[config.mk]
export PLATFORM = sky130hd
export DESIGN_NAME = if_id_queue
export DESIGN_NICKNAME = d
export VERILOG_FILES = /design/src/rtl/riscv_pkg.sv /design/src/rtl/if_id_queue.sv
export SDC_FILE = /design/constraint.sdc
export NUM_CORES = 1
export LEC_CHECK = 0
export CAP_MARGIN = 5
export CORE_ASPECT_RATIO = 1.75
export CORE_MARGIN = 1.5
export CORE_UTILIZATION = 45
export CTS_CLUSTER_DIAMETER = 40
export DETAILED_ROUTE_END_ITERATION = 7
export MAX_ROUTING_LAYER = met4
export PLACE_DENSITY = 0.77
export SLEW_MARGIN = 0
export SYNTH_ARGS = -nofsm -noshare
export SYNTH_HDL_FRONTEND = slang
export SYNTH_SLANG_ARGS = --single-unit
[constraint.sdc]
create_clock -name clk -period 5.9 [get_ports clk]
set_input_delay 1.18 -clock clk [delete_from_list [all_inputs] [get_ports clk]]
set_output_delay 1.18 -clock clk [all_outputs]
set_load 0.05 [all_outputs]
[src/rtl/riscv_pkg.sv]
// Shared RISC-V front-end definitions.
//   NOP_INSTR   : canonical NOP (addi x0,x0,0), shown on decode when idle
//   PC_W        : program-counter width
//   INSTR_W     : instruction word width
//   ifq_entry_t : {pc, instr} pair carried from fetch to decode
package riscv_pkg;

  localparam int unsigned PC_W    = 64;
  localparam int unsigned INSTR_W = 32;

  localparam logic [INSTR_W-1:0] NOP_INSTR = 32'h0000_0013;

  typedef struct packed {
    logic [PC_W-1:0]    pc;
    logic [INSTR_W-1:0] instr;
  } ifq_entry_t;

endpackage

[src/rtl/if_id_queue.sv]
// Instruction queue between fetch and decode.
// Buffers {pc, instr} pairs so a decode stall never drops fetched
// instructions; a branch redirect (flush) discards everything buffered.
//
// Ports:
//   clk, rst_n        : clock, asynchronous active-low reset
//   in_valid/in_ready : fetch-side handshake (push on both high)
//   in_pc, in_instr   : fetched entry, sampled only on a push edge
//   flush             : synchronous discard of all entries, highest priority
//   out_valid/out_ready : decode-side handshake (pop on both high)
//   out_pc, out_instr : head entry (0 / NOP when empty)
//   out_misaligned    : head entry's pc[1:0] != 0
//   count             : occupied entries, 0..DEPTH
module if_id_queue #(
  parameter int unsigned DEPTH   = 4,
  parameter int unsigned PC_W    = 64,
  parameter int unsigned INSTR_W = 32
) (
  input  logic                     clk,
  input  logic                     rst_n,
  input  logic                     in_valid,
  output logic                     in_ready,
  input  logic [PC_W-1:0]          in_pc,
  input  logic [INSTR_W-1:0]       in_instr,
  input  logic                     flush,
  output logic                     out_valid,
  input  logic                     out_ready,
  output logic [PC_W-1:0]          out_pc,
  output logic [INSTR_W-1:0]       out_instr,
  output logic                     out_misaligned,
  output logic [$clog2(DEPTH):0]   count
);

  import riscv_pkg::*;

  localparam int unsigned PW = $clog2(DEPTH);
  localparam int unsigned CW = PW + 1;

  logic [PC_W-1:0]    pc_mem    [DEPTH];
  logic [INSTR_W-1:0] instr_mem [DEPTH];

  logic [PW-1:0] wr_ptr;
  logic [PW-1:0] rd_ptr;
  logic          push;
  logic          pop;

  // Both ready/valid flags depend only on the registered count, so there is
  // no combinational path from out_ready to in_ready.
  assign in_ready  = (count < CW'(DEPTH));
  assign out_valid = (count != '0);
  assign push      = in_valid & in_ready;
  assign pop       = out_valid & out_ready;

  always_comb begin
    out_pc         = '0;
    out_instr      = INSTR_W'(NOP_INSTR);
    out_misaligned = 1'b0;
    if (out_valid) begin
      out_pc         = pc_mem[rd_ptr];
      out_instr      = instr_mem[rd_ptr];
      out_misaligned = (pc_mem[rd_ptr][1:0] != 2'b00);
    end
  end

  // Pointers wrap naturally since DEPTH is a power of two.
  always_ff @(posedge clk or negedge rst_n) begin
    if (!rst_n) begin
      wr_ptr <= '0;
      rd_ptr <= '0;
      count  <= '0;
    end else if (flush) begin
      wr_ptr <= '0;
      rd_ptr <= '0;
      count  <= '0;
    end else begin
      if (push) wr_ptr <= wr_ptr + 1'b1;
      if (pop)  rd_ptr <= rd_ptr + 1'b1;
      count <= count + CW'(push) - CW'(pop);
    end
  end

  // Storage is never cleared; only pointers and count define what is live.
  always_ff @(posedge clk) begin
    if (push && !flush) begin
      pc_mem[wr_ptr]    <= in_pc;
      instr_mem[wr_ptr] <= in_instr;
    end
  end

endmodule
==> flow_metrics.tcl <==
set metrics [dict create \
    status "finished, final reports clean" \
    start_kind "flip-flop" \
    p_seq_share_pct 37.1 \
    syn_avg_cell_area_sq_um 22.75 \
    start_util_pct 45.49 \
    critPathRequiredTime_ns 4.72 \
    multi_input_area_sq_um 3018 \
    fin_setup_tns_ns 0 \
    ios 203 \
    cts_tree "built" \
    vias 6984 \
    synth_xor_area_share_pct 0.2934 \
    synthAdderAreaFrac_pct 0.6372 \
    fin_skew_ns 0.01054 \
    ys_types 22 \
    grt_pass1_vias 7274 \
    dp_slack_ns 1.833 \
    synth_compound_area_share_pct 0.1425 \
    post-route-drc-count 0 \
    first_pass_iters 4 \
    fin_crit_sh_pct 76.94 \
    worstPathArrival_ns 3.36 \
    worstMarginPinSlew_ns 1.104 \
    cp_max_fo 61 \
    ys_seq_area_share_pct 78.44 \
    whs_path_depth 2 \
    yosysTopAreaCell "edfxtp_1" \
    cts-buffers-inserted 37 \
    cts_resized 0 \
    hold_viol 0 \
    die_x_um 140.7 \
    synth_top_family_by_area "multiplexers" \
    wire_per_inst_um 21.84 \
    fmax_ghz 0.2203 \
    grt_pass1_wl_um 43180 \
    grtUsageTotal_pct 17.43 \
    gp_congestion 0.7380 \
    clk_pin_slew_ns 0.06 \
    ir_drop_mv 0.4225 \
    r2r_end "instr_mem[3][30]$_DFFE_PP_" \
    viasPerCell 5.344 \
    clock_path_buffers 3 \
    dieArea_sq_um 34310 \
    yosysTopAreaCellShare_pct 77.26 \
    synth_ff_type "edfxtp_1" \
    slew_headroom_pct 26.37 \
    synth_area_leaders "edfxtp_1 77%, mux4_2 14%, and2_1 4.1%, dfrtp_1 1.2%, ha_1 0.50%" \
    drt_iter0_drc 461 \
    p_int_uw 5766 \
    crit_end "out_pc[5]" \
    drive_above_1_share_pct 18.56 \
    htreeDepth 2 \
    seq_area_sq_um 11710 \
    power_density_nw_per_um2 477.6 \
    portBuffers 202 \
    timing.rr.start "count[2]$_DFF_PN0_" \
    cts_sinks 391 \
    synth_warnings 0 \
    rsz0062_at_grt "no" \
    clock-root-buffer "clkbuf_16" \
    post_cts_buffers 0 \
    synth_mux_area_share_pct 14.49 \
    setup_viol 0 \
    ant_nets 0 \
    synth-simple-area-share_pct 4.594 \
    rows 88 \
    dpl.hpwl_um 17400 \
    grt-ovfl-total 0 \
    synth_seq_cells 391 \
    setup_ws_ns 1.360 \
    synth_area_sq_um 14920 \
    r2r_slack_ns 3.19 \
    core-area_sq_um 32810 \
    die_y_um 243.9 \
    area_delta_synth_final_pct 24.51 \
    synthCells 656 \
    power.switching_uw 3109 \
    worst-setup-path-type "flip-flop to output pin" \
    leakagePower_uw 0.005864 \
    cp-startpoint "rd_ptr[1]$_DFFE_PN0P_" \
    swShare_pct 35.03 \
    hold_buffers 0 \
    clkPwrFrac_pct 25.8 \
    cap_viol_max_count 0 \
    async_reset_ff_share_pct 1.790 \
    synth_enable_flop_cells 384 \
    p_comb_share_pct 37.1 \
    clock_latency_ns 0.51 \
    grt_antenna_before_repair 2 \
    n_fill_cell 2449 \
    endpoint_kind "output pin" \
    grt_max_degree 70 \
    drv_slew 0 \
    synth_nets 764 \
    ff2ff_path_depth 5 \
    hold_class "flip-flop to flip-flop" \
    fin_crit_ns 4.540 \
    fin_nets 984 \
    drt-total-wl_um 28540 \
]
power groups by stage:
| stage | logic (uW) | registers (uW) | clock network (uW) |
|---|---|---|---|
| floorplan | 2300 | 3340 | 0 |
| global placement | 3330 | 3340 | 0 |
| detailed placement | 3340 | 3350 | 0 |
| CTS | 3350 | 3300 | 2340 |
| global route | 3450 | 3310 | 2440 |
| finish | 3290 | 3290 | 2290 |
cells by family after synthesis:
kind of cell	Yosys count
fa+ha+maj	7
compound gates	3
flops	391
xor+xnor	5
simple gates	113
buf+inv	41
mux	96
metrics by stage:
step                      power, uW  cells  hold WS, ns  cell area, sq um  util [%]
after floorplan                5642    656       0.5425             14920         -
after global routing           9195   1307       0.6234             18580     56.64
after CTS                      8984   1305       0.5828             18580     56.62
after global placement         6675   1242       0.5567             17410     53.05
final                          8875   1307       0.5839             18580     56.64
after detailed placement       6694   1242       0.5738             17410     53.05
worst max-delay path: stages (launching register included):
cell and delay [ns]:
dfrtp_4 1.06, buf_4 0.47, mux4_2 0.36, and2_1 0.20, clkdlybuf4s50_1 0.71
sequential cells by signal, summed over array words and instances (netlist names):
signal	flops
pc_mem	256
rd_ptr	2
count	3
instr_mem	128
wr_ptr	2
final cells by class:
class	count	area share, %
Timing Repair Buffer	214	11.50
Multi-Input combinational cell	224	16.24
Sequential cell	391	63.04
Clock buffer	42	5.083
Inverter	8	0.1616
Antenna cell	2	0.02693
Clock inverter	21	1.225
Tap cell	405	2.727
cells in the mapped netlist, types with 2 or more instances:
cell and instances:
or2_1 3, inv_1 8, and2_1 97, ha_1 6, xnor2_1 3, xor2_1 2, edfxtp_1 384, clkbuf_1 16
nand2_1 2, buf_6 2, nor2_1 8, buf_2 12, mux4_2 96, nor2b_1 2, buf_8 2, dfrtp_1 7
how the worst min path moves through the flow:
stage,from,endpoint,slack (ns)
after detailed placement,wr_ptr[1]$_DFFE_PN0P_,wr_ptr[1]$_DFFE_PN0P_,0.57
after floorplan,wr_ptr[1]$_DFFE_PN0P_,wr_ptr[1]$_DFFE_PN0P_,0.54
after CTS,wr_ptr[1]$_DFFE_PN0P_,wr_ptr[1]$_DFFE_PN0P_,0.58
after global placement,wr_ptr[1]$_DFFE_PN0P_,wr_ptr[1]$_DFFE_PN0P_,0.56
final,wr_ptr[1]$_DFFE_PN0P_,wr_ptr[1]$_DFFE_PN0P_,0.58
after global routing,wr_ptr[1]$_DFFE_PN0P_,wr_ptr[1]$_DFFE_PN0P_,0.62
layout by cell type, fill, tap and decap left out, types with 2 or more instances in the layout:
master           netlist  layout
and2_4                 0       4
dfrtp_1                7       5
and2_1                97      93
clkinv_1               0       7
diode_2                0       2
xnor2_1                3       3
dfrtp_4                0       2
inv_6                  0       2
or2_1                  3       3
inv_1                  8       7
edfxtp_1             384     384
buf_12                 0       2
mux4_2                96      96
clkinvlp_4             0       4
clkbuf_1              16       5
buf_4                  1      10
xor2_1                 2       2
clkdlybuf4s50_1        0     202
ha_1                   6       6
nor2b_1                2       2
clkinv_8               0       2
clkbuf_16              0      37
nand2_1                2       2
bufinv_16              0       3
inv_8                  0       2
nor2_1                 8       8
routing by layer:
layer  vias up  global-route usage [%]  wire [um]
met2       201                   29.92      15590
met5         -                       -          0
met3        56                   2.850       1253
li1       3097                       -          -
met1      3630                   20.18      10560
met4         0                   7.690       1127
No activity file was read; power rests on OpenSTA's default activity.
